--- src/rtl/rr_dec_arbiter_pkg.sv ---
// Shared definitions for the round-robin decoded-grant arbiter.
package rr_dec_arbiter_pkg;

  localparam int unsigned NREQ  = 8;
  localparam int unsigned IDX_W = 3;

  typedef enum logic [1:0] {
    IDLE = 2'd0,
    BUSY = 2'd1,
    GAP  = 2'd2
  } arb_state_t;

endpackage

--- src/rtl/rr_dec_arbiter_dec.sv ---
// 3-to-8 one-hot decoder, purely combinational.
module onehot_dec3to8
  import rr_dec_arbiter_pkg::*;
(
  input  logic [IDX_W-1:0] sel,
  output logic [NREQ-1:0]  dec
);

  // Set exactly one output bit selected by the index.
  always_comb begin
    dec      = '0;
    dec[sel] = 1'b1;
  end

endmodule

--- src/rtl/rr_dec_arbiter.sv ---
// Round-robin arbiter for 8 requesters with hold limit and inter-grant gap.
// The grant is kept as an index and decoded to a registered one-hot vector.
module rr_dec_arbiter
  import rr_dec_arbiter_pkg::*;
#(
  parameter int unsigned MAX_HOLD   = 8,
  parameter int unsigned GAP_CYCLES = 1,
  parameter int unsigned CNT_W      = 8
)(
  input  logic              clk,
  input  logic              reset,
  input  logic [NREQ-1:0]   req,
  output logic [NREQ-1:0]   gnt,
  output logic [IDX_W-1:0]  gnt_idx,
  output logic              gnt_valid,
  output logic              timeout
);

  localparam logic [CNT_W-1:0] HOLD_LIM = CNT_W'(MAX_HOLD);
  localparam logic [CNT_W-1:0] GAP_LIM  = CNT_W'(GAP_CYCLES);

  arb_state_t        state, state_nxt;
  logic [IDX_W-1:0]  ptr, ptr_nxt;
  logic [IDX_W-1:0]  idx_nxt;
  logic [CNT_W-1:0]  hold_cnt, hold_nxt;
  logic [CNT_W-1:0]  gap_cnt, gap_nxt;
  logic [NREQ-1:0]   gnt_nxt, dec_out;
  logic [NREQ-1:0]   req_ok;
  logic [IDX_W:0]    search;
  logic              own_nxt, to_nxt, lim_hit, req_drop;

  // First requester at or after p, ascending with wrap; MSB flags a hit.
  function automatic logic [IDX_W:0] find_next(input logic [NREQ-1:0] r,
                                               input logic [IDX_W-1:0] p);
    logic             found;
    logic [IDX_W-1:0] idx, cand;
    found = 1'b0;
    idx   = '0;
    for (int unsigned j = 0; j < NREQ; j++) begin
      cand = p + IDX_W'(j);
      if (!found && r[cand]) begin
        found = 1'b1;
        idx   = cand;
      end
    end
    return {found, idx};
  endfunction

  // Only a definite 1 is a request; X/Z bits never win arbitration.
  always_comb begin
    req_ok = '0;
    for (int unsigned i = 0; i < NREQ; i++)
      req_ok[i] = (req[i] === 1'b1);
  end

  assign search = find_next(req_ok, ptr);

  // Decoder sits on the next-index path so gnt comes straight from a flop.
  onehot_dec3to8 u_dec (
    .sel (idx_nxt),
    .dec (dec_out)
  );

  // Next-state, pointer, counter and grant computation.
  always_comb begin
    state_nxt = state;
    ptr_nxt   = ptr;
    idx_nxt   = gnt_idx;
    hold_nxt  = hold_cnt;
    gap_nxt   = gap_cnt;
    own_nxt   = 1'b0;
    to_nxt    = 1'b0;
    lim_hit   = 1'b0;
    req_drop  = 1'b0;
    case (state)
      IDLE: begin
        if (search[IDX_W]) begin
          idx_nxt   = search[IDX_W-1:0];
          hold_nxt  = CNT_W'(1);
          own_nxt   = 1'b1;
          state_nxt = BUSY;
        end
      end
      BUSY: begin
        lim_hit  = (MAX_HOLD != 0) && (hold_cnt == HOLD_LIM);
        req_drop = !req_ok[gnt_idx];
        if (lim_hit || req_drop) begin
          ptr_nxt = gnt_idx + IDX_W'(1);
          to_nxt  = lim_hit && !req_drop;
          if (GAP_CYCLES != 0) begin
            state_nxt = GAP;
            gap_nxt   = CNT_W'(1);
          end else begin
            state_nxt = IDLE;
          end
        end else begin
          own_nxt = 1'b1;
          if (hold_cnt != '1)
            hold_nxt = hold_cnt + CNT_W'(1);
        end
      end
      GAP: begin
        if (gap_cnt == GAP_LIM)
          state_nxt = IDLE;
        else
          gap_nxt = gap_cnt + CNT_W'(1);
      end
      default: state_nxt = IDLE;
    endcase
    gnt_nxt = own_nxt ? dec_out : '0;
  end

  // State and output registers with synchronous active-low reset.
  always_ff @(posedge clk) begin
    if (!reset) begin
      state    <= IDLE;
      ptr      <= '0;
      gnt_idx  <= '0;
      gnt      <= '0;
      hold_cnt <= '0;
      gap_cnt  <= '0;
      timeout  <= 1'b0;
    end else begin
      state    <= state_nxt;
      ptr      <= ptr_nxt;
      gnt_idx  <= idx_nxt;
      gnt      <= gnt_nxt;
      hold_cnt <= hold_nxt;
      gap_cnt  <= gap_nxt;
      timeout  <= to_nxt;
    end
  end

  assign gnt_valid = (gnt != '0);

endmodule

--- config.mk ---
export PLATFORM = sky130hd
export DESIGN_NAME = rr_dec_arbiter
export DESIGN_NICKNAME = d
export VERILOG_FILES = /design/src/rtl/rr_dec_arbiter_pkg.sv /design/src/rtl/rr_dec_arbiter_dec.sv /design/src/rtl/rr_dec_arbiter.sv
export SDC_FILE = /design/constraint.sdc
export NUM_CORES = 1
export LEC_CHECK = 0
export ABC_AREA = 1
export CORE_MARGIN = 5
export CORE_UTILIZATION = 54
export CTS_BUF_LIST = sky130_fd_sc_hd__clkbuf_8
export DETAILED_ROUTE_END_ITERATION = 12
export PLACE_DENSITY = 0.75
export SETUP_SLACK_MARGIN = 0.5
export SLEW_MARGIN = 20
export SYNTH_ARGS = -nofsm -noshare
export SYNTH_HDL_FRONTEND = slang
export SYNTH_SLANG_ARGS = --single-unit
--- constraint.sdc ---
create_clock -name clk -period 2.6 [get_ports clk]
set_input_delay 0.52 -clock clk [delete_from_list [all_inputs] [get_ports clk]]
set_output_delay 0.52 -clock clk [all_outputs]
set_load 0.1 [all_outputs]
==> results by stage, run 1 <==
Yosys:
- The largest family of logic cells by synthesized area is simple AND/OR/NAND/NOR gates.
- The netlist uses 39 different library cells.
- The synthesized cell area is 2360 um^2.
- The share of the synthesized area in the top cell type is 0.279.
- The synthesized-area fraction occupied by ao, oa, aoi and oai cells is 0.0979.
- During synthesis, Yosys emitted a total of 0 warnings.
- The net count after synthesis is 366.
- Yosys attributes the largest share of cell area to dfxtp_1 28%, nand2_1 13%, nor2_1 7.9%.
- The synthesized-area fraction occupied by adder cells is 0.0370.
- Of the synthesized area, sequential elements account for 0.279.
- Averaged over all synthesized cells, the footprint is 6.78 um^2.
- The share of the synthesized netlist area taken by xor and xnor gates is 0.0328.
- Of the post-synthesis cell area, the part taken by muxes is 0.00423.
- After synthesis the netlist holds a flip-flop and latch count of 33.
- The simple-gate share of the synthesized area is 0.464.
- The post-synthesis instance total is 349.
- dfxtp_1 takes more of the synthesized area than any other cell.

Clock network:
- Clock-pin slew was measured on the worst setup and hold paths at 0.07 ns.
- TritonCTS built the clock tree.
- The number of clock buffers added by TritonCTS is 5.
- The root buffer cell is clkbuf_8.
- At the later pin of the worst-skew pair, clock insertion delay measures 0.28 ns.
- The H-tree depth is 2.
- The clock drives 33 sinks.
- The number of hold buffers added after CTS was 0.
- The buffer levels on the longest clock path is 2.

Floorplan:
- The I/O pin total is 23.
- The die is 76.2 um wide.
- The floorplan has 24 rows.
- The area of the core is 4290 um^2.
- The die is 76.2 um tall.
- The die covers 5800 um^2.
- For this configuration, the core starts out at a cell density of 0.551.

Timing:
- The tightest hold margin is 0.504 ns.
- The number of slew-limit violations in the final report is 0.
- Setup violations remaining at the end of the flow were counted as 0.
- The post-route minimum period is 2.20 ns.
- The share of the clock period used by the worst path is 0.844.
- The hold violation total from the final report came to 0.
- Setup repair after global routing could not meet its margin everywhere.
- For the final routed database, the setup TNS stands at 0 ns.
- Static timing analysis puts the maximum clock frequency at 456 MHz.
- The transition time at the pin with the least slew margin is 0.398 ns.
- The final clock skew is 0.00384 ns.
- The worst pin sits at a relative slew slack of 0.733.

Global route:
- The met1 global-route usage is 0.241.
- The total global routing overflow is 0.
- The total routing usage reported by global routing is 0.208.
- The most used routing layer in global routing is met2.
- The maximum number of pins on one net before global-route repair is 12.
- The via count of the first global-routing pass is 2321.
- The number of antenna violations at the first check in global routing is 0.
- The wire length of the first global-routing pass is 10100 um.
- The met3 routing resource usage after global routing is 0.0366.
- For met2 alone, demand over resource in global routing was 0.375.

Run:
- The max-cap violation count is 0.

Drt:
- Using the TritonRoute via totals, the vias-per-cell ratio works out to 5.26.
- The first TritonRoute pass finished after 4 iterations.
- The wire length after detailed routing is 5800 um.
- The routed layout has 2368 vias.
- The number of nets with antenna violations after routing is 0.
- In the routed design, unresolved DRC markers number 0.
- The first-iteration detailed-routing DRC count is 91.
- Dividing the detail-routed wire length by the instance count gives 12.9 um.

Power:
- The cell area power density is 1360 nW/um^2.
- For this design the static power due to leakage is 0.00134 uW.
- Across the VDD grid, the largest voltage drop is 0.775 mV.
- The design draws 4210 uW.

Setup path:
- The startpoint kind of the worst setup timing path is a register.
- STA classifies the critical path endpoint as a register.
- The critical path is of the register to register type.
- Among cell families on the critical path, the largest total delay comes from simple AND/OR/NAND/NOR gates.
- The slowest cell on the critical path is dfxtp_4.
- The critical path buffer and inverter count is 4.
- The signal on the critical path passes through inv_4 > ha_4 > inv_8 > nand3_4 > nand2_2 > nor2_2 > a31oi_2 > inv_2 > nor2_4 > nand4_1 > nand2_2 > buf_12 > o21ai_2 > nand2_1 > nor2_1.
- Counting stages on the worst path, the most repeated cell is nand2_2.
- The data arrival time of the worst path is 2.37 ns.
- At the worst endpoint, the required time is 2.77 ns.
- The delay contributed by the slowest stage of the critical path is 0.38 ns.
- Along the worst path, the maximum fanout reaches 6.

Cells and area:
- At the end of the flow, the number of nets in the layout was 414.
- The share of layout cells above drive strength 1 is 0.352.
- Measured on the finished design, the core utilization comes to 0.718.
- The area growth from synthesis to layout is 30.4%.
- The number of diodes is 0.

Place:
- The placer congestion estimate is 0.875.
- The half-perimeter wire length after placement is 4460 um.
- During placement, the flow inserted port buffers numbering 22.

Worst hold path:
- The class of the tightest hold or removal check is register to register.

Run status:
- The run finished with clean final reports.
state kept, by name, indices dropped and copies added (netlist names):
| signal | flops |
|---|---|
| state | 2 |
| gap_cnt | 8 |
| gnt_idx | 3 |
| timeout | 1 |
| ptr | 3 |
| hold_cnt | 8 |
| gnt | 8 |
power breakdown:
part | internal, uW | total [uW] | switching [uW]
logic | 1070 | 3130 | 2060
clock network | 184 | 372 | 187
registers | 612 | 708 | 96.5
total | 1870 | 4210 | 2340
per-layer routing:
| layer | part of all wire | wire [um] |
|---|---|---|
| met1 | 0.44 | 2570 |
| met2 | 0.52 | 3010 |
| met3 | 0.019 | 108 |
| met4 | 0.021 | 119 |
| met5 | 0 | 0 |
repair_timing:
action                     CTS  global route
setup endpoints to repair   26            23
pin swaps                   19             5
buffers inserted             6             2
resized for setup           36            23
cell type report:
type	count	area (um^2)
fillers	356	1210
well taps	52	65.1
multi-input cells	269	1700
inverters	42	173
repair buffers	46	378
flip-flops and latches	33	677
clock buffers	5	68.8
clock inverters	3	17.5
cell usage in the layout, fill, tap and decap left out, drive strengths merged, types with 5 or more instances in the layout:
| cell | instances |
|---|---|
| inv | 42 |
| xor2 | 6 |
| nand3 | 38 |
| a21oi | 17 |
| buf | 37 |
| dfxtp | 33 |
| nand4 | 10 |
| clkbuf | 5 |
| nand2 | 95 |
| ha | 7 |
| nor2 | 53 |
| nor4 | 5 |
| dlygate4sd2 | 8 |
| o21ai | 16 |
| nor3 | 6 |
worst paths after layout:
check	start	end	slack, ns	cells past startpoint
worst min register to register	gap_cnt[7]$_SDFFE_PN0P_	gap_cnt[7]$_SDFFE_PN0P_	0.50	2
worst min-delay path	gap_cnt[7]$_SDFFE_PN0P_	gap_cnt[7]$_SDFFE_PN0P_	0.50	2
worst max-delay path	ptr[0]$_SDFFE_PN0P_	hold_cnt[6]$_SDFFE_PN0P_	0.40	15
worst max register to register	ptr[0]$_SDFFE_PN0P_	hold_cnt[6]$_SDFFE_PN0P_	0.40	15
cell families (layout without fill, tap and decap cells):
family | Yosys count | in the layout
multiplexers | 1 | 1
AO/OA/AOI/OAI | 41 | 41
AND/OR/NAND/NOR | 212 | 212
XOR/XNOR | 8 | 8
adder cells (fa/ha/maj) | 7 | 7
flip-flops | 33 | 33
buffers and inverters | 47 | 96
worst reg2reg max path, cell delays in order, from the launching register on:
cell     delay [ns]
dfxtp_4        0.38
inv_4          0.05
ha_4           0.29
inv_8          0.09
nand3_4        0.08
nand2_2        0.08
nor2_2         0.04
a31oi_2        0.21
inv_2          0.07
nor2_4         0.17
nand4_1        0.15
nand2_2        0.20
buf_12         0.13
o21ai_2        0.05
nand2_1        0.06
nor2_1         0.04
synthesized netlist by cell type (all sizes together):
library cell and count:
a21boi 2, a21oi 17, a31oi 1, and3b 1, buf 4, clkbuf 1
dfxtp 33, ha 7, inv 42, mux2i 1, nand2 95, nand3 38
nand3b 2, nand4 10, nor2 53, nor3 6, nor4 5, o211ai 2
o21ai 16, o21bai 2, o41ai 1, or2 2, xnor2 2, xor2 6
per-stage QoR:
stage / instances / setup WS, ns / cell area [um^2]
floorplan: 349 / 0.365 / 2450
global placement: 434 / -0.0862 / 2790
detailed placement: 434 / -0.139 / 2790
CTS: 448 / 0.456 / 3010
global route: 450 / 0.277 / 3080
finish: 450 / 0.405 / 3080
(Power assumes the default switching activity.)
==> run 2: changes to the inputs <==
clock period = 1.85 ns   (was 2.6 ns; I/O delays follow)
==> run 2 against run 1 <==
Against the previous run:
- the flow now finishes with violations (negative setup slack)
- hold slack improved by 0.020 ns
- largest cell class unchanged
- sequential power increased by 50%
- via count increased by 21%
- sequential share of layout area decreased by 3.6 points
- sequential cell count unchanged
- clock power increased by 49%
- routed wire length increased by 44%
==> results by stage, run 2 (synthesis gave the netlist of run 1 again) <==
Run status:
- The flow ran to the end, but the final reports show violations.
- The final reports fail on negative setup slack.

Timing:
- Setup repair after global routing could not meet its margin everywhere.
- The maximum achievable frequency is 426 MHz (-6.5%).
- The tightest hold margin is 0.524 ns (+0.0203 ns).
- The final clock skew is 0.0117 ns (+0.00786 ns).
- The transition time at the pin with the least slew margin came to 0.514 ns (+0.116 ns).
- The number of slew-limit violations in the final report came to 0 (unchanged).
- The share of the clock period used by the worst path is 1.27 (+0.424).
- The slack of the critical path is -0.497 ns (-0.902 ns).
- The hold violation total from the final report is 0 (unchanged).
- The headroom to the max-slew limit was 0.654 (-0.0781).
- The post-route minimum period is 2.35 ns (+0.152 ns).
- The setup violation total in the final timing report came to 20 (+20).

Setup path:
- The critical path required time is 2.05 ns (-0.72 ns).
- In this run the critical register-to-register path is captured at hold_cnt[0]$_SDFFE_PN0P_.
- STA classifies the critical path startpoint as a register.
- The biggest fanout along the worst timing path is 7 (+1).
- The critical register-to-register path startpoint is ptr[1]$_SDFFE_PN0P_.
- The data arrival time of the worst path is 2.55 ns (+0.18 ns).
- The critical path class is register to register.
- The register-to-register setup slack was -0.50 ns (-0.90 ns).
- The cell count of the worst reg-to-reg path is 14 (-1).
- The endpoint kind of the worst setup timing path is a register.

Global route:
- The met2 track demand over resource in global routing is 0.439 (+0.0642).
- The total routing usage reported by global routing was 0.237 (+0.0292).
- The total global routing overflow was 0 (unchanged).
- The via count of the first global-routing pass is 2668 (+15%).
- The maximum number of pins on one net before global-route repair was 12 (unchanged).
- The met3 routing resource usage after global routing is 0.0544 (+0.0177).
- The met1 global-route usage is 0.257 (+0.0160).
- The number of antenna violations at the first check in global routing is 0 (unchanged).
- met2 is the most crowded layer.
- The wire length of the first global-routing pass is 11600 um (+15%).

Floorplan:
- The initial cell density of the core is 0.551 (unchanged).
- The total die area is 5800 um^2 (unchanged).
- The number of core rows is 24 (unchanged).
- The vertical die dimension is 76.2 um (unchanged).
- The area of the core is 4290 um^2 (unchanged).
- The I/O pin total came to 23 (unchanged).
- The width of the die is 76.2 um (unchanged).

Worst hold path:
- The number of cells on the worst hold path is 2 (unchanged).
- The startpoint of the worst hold path is hold_cnt[7]$_SDFFE_PN0P_.
- The worst hold path terminates at hold_cnt[7]$_SDFFE_PN0P_.
- The class of the tightest hold or removal check is register to register.

Clock network:
- The number of hold buffers added after CTS is 0 (unchanged).
- The number of buffers created by CTS is 5 (unchanged).
- The clock edge transition at the registers on the reported setup and hold paths is 0.07 ns (about the same).
- The buffer levels on the longest clock path is 2 (unchanged).
- The clock tree from TritonCTS is done.
- The cell sitting at the root of the clock tree is a clkbuf_8.
- The total clock sinks was 33 (unchanged).
- The H-tree depth was 2 (unchanged).
- The clock latency of the later-clocked register in the worst-skew pair is 0.30 ns (+0.02 ns).

Cells and area:
- The sequential standard cell area is 704 um^2 (+4.1%).
- Relative to the synthesized area, the layout overhead comes to 62.4%.
- The filler cell count is 188 (-47%).
- Leaving out fill and tap cells, the most frequent cell in the layout is nand2_1.
- In the layout the commonest cells are 54 x nand2_1, 49 x buf_4, 36 x nor2_1.
- The share of layout cells above drive strength 1 is 0.520 (+0.168).
- The number of diodes is 0 (unchanged).
- The layout net count is 451 (+8.9%).
- The post-route non-filler standard cell count is 487 (+8.2%).
- The area of the multi-input gates is 1960 um^2 (+15%).
- In the final layout, the registers with the most flip-flops are gap_cnt (8), gnt (8), hold_cnt (8).

Place:
- The placer congestion estimate is 0.898 (+2.6%).
- The total instance count after detailed placement was 456 (+5.1%).
- The half-perimeter wire length after placement is 4710 um (+5.8%).
- The worst slack after detailed placement is -0.723 ns (-0.584 ns).
- The count of port buffers added during placement was 22 (unchanged).

Drt:
- The first-iteration detailed-routing DRC count is 221 (+140%).
- The wire length after detailed routing came to 8350 um (+44%).
- The total number of vias was 2867 (+21%).
- The routed length per placed instance came to 17.2 um (+33%).
- The number of search-and-repair iterations in the first detailed-routing pass was 6 (+2).
- The remaining routing DRC violations came to 0 (unchanged).
- The number of nets with antenna violations after routing came to 0 (unchanged).
- The via density per instance is 5.89 (+12%).

Run:
- The max-cap violation count was 0 (unchanged).

Power:
- The leakage power summed over all cells is 0.00167 uW (+24%).
- The largest voltage drop on the vdd net came to 1.14 mV (+47%).
- The cell area power density is 1950 nW/um^2 (+43%).
[run 2: cell count changes in the layout (fill, tap and decap cells not counted), sizes merged]
cell,before,now
dlygate4sd2,8,5
clkdlybuf4s15,0,3
buf,37,74
[run 2: cell type report]
cell class	instances	area share
Sequential cell	33	0.183
Clock inverter	3	0.00456
Tap cell	52	0.0169
Inverter	42	0.0463
Clock buffer	5	0.0179
Timing Repair Buffer	83	0.222
Multi-Input combinational cell	269	0.509
[run 2: worst max-delay path by stage]
stage | depth (start not counted) | from | end
3_5_place_dp | 12 | req[4] | gnt[1]$_SDFF_PN0_
5_1_grt | 14 | ptr[1]$_SDFFE_PN0P_ | hold_cnt[1]$_SDFFE_PN0P_
2_1_floorplan | 18 | ptr[0]$_SDFFE_PN0P_ | gnt[7]$_SDFF_PN0_
6_report | 14 | ptr[1]$_SDFFE_PN0P_ | hold_cnt[0]$_SDFFE_PN0P_
3_3_place_gp | 12 | req[4] | gnt[3]$_SDFF_PN0_
4_1_cts | 15 | ptr[0]$_SDFFE_PN0P_ | hold_cnt[2]$_SDFFE_PN0P_
[run 2: worst max-delay path: stages, from the launching register on]
cell     delay, ns
dfxtp_2       0.36
inv_2         0.06
ha_4          0.29
inv_6         0.10
nand3_4       0.09
nand3_4       0.11
nand2_4       0.07
nor2_8        0.13
nand4_4       0.10
nor2_4        0.19
nand4_1       0.21
nand2_4       0.22
buf_6         0.13
o21ai_2       0.05
a21oi_1       0.15
[run 2: power by group]
part / internal (uW) / total, uW / switching (uW)
combinational: 2360 / 5870 / 3510
sequential: 879 / 1060 / 183
clock: 260 / 553 / 294
[run 2: per-layer routing]
metal | routed length [um] | vias up
li1 | - | 1312
met2 | 4280 | 174
met5 | 0 | -
met4 | 466 | 0
met3 | 534 | 55
met1 | 3070 | 1326
[run 2: timing repair]
item | 4_1_cts | 5_1_grt
setup buffers | 13 | 10
resized for setup | 74 | 47
cloned | 0 | 0
pin swaps | 23 | 28
endpoints found under the setup margin | 34 | 36
[run 2: metrics by stage]
step           area, um^2  TNS (ns)  utilization  total power, uW
2_1_floorplan        2530     -6.84            -             4120
3_3_place_gp         3180    -13.58        0.741             5490
3_5_place_dp         3180    -15.54        0.741             5590
4_1_cts              3580     -5.65        0.835             6640
5_1_grt              3840    -10.92        0.894             7920
6_report             3840     -7.86        0.894             7490
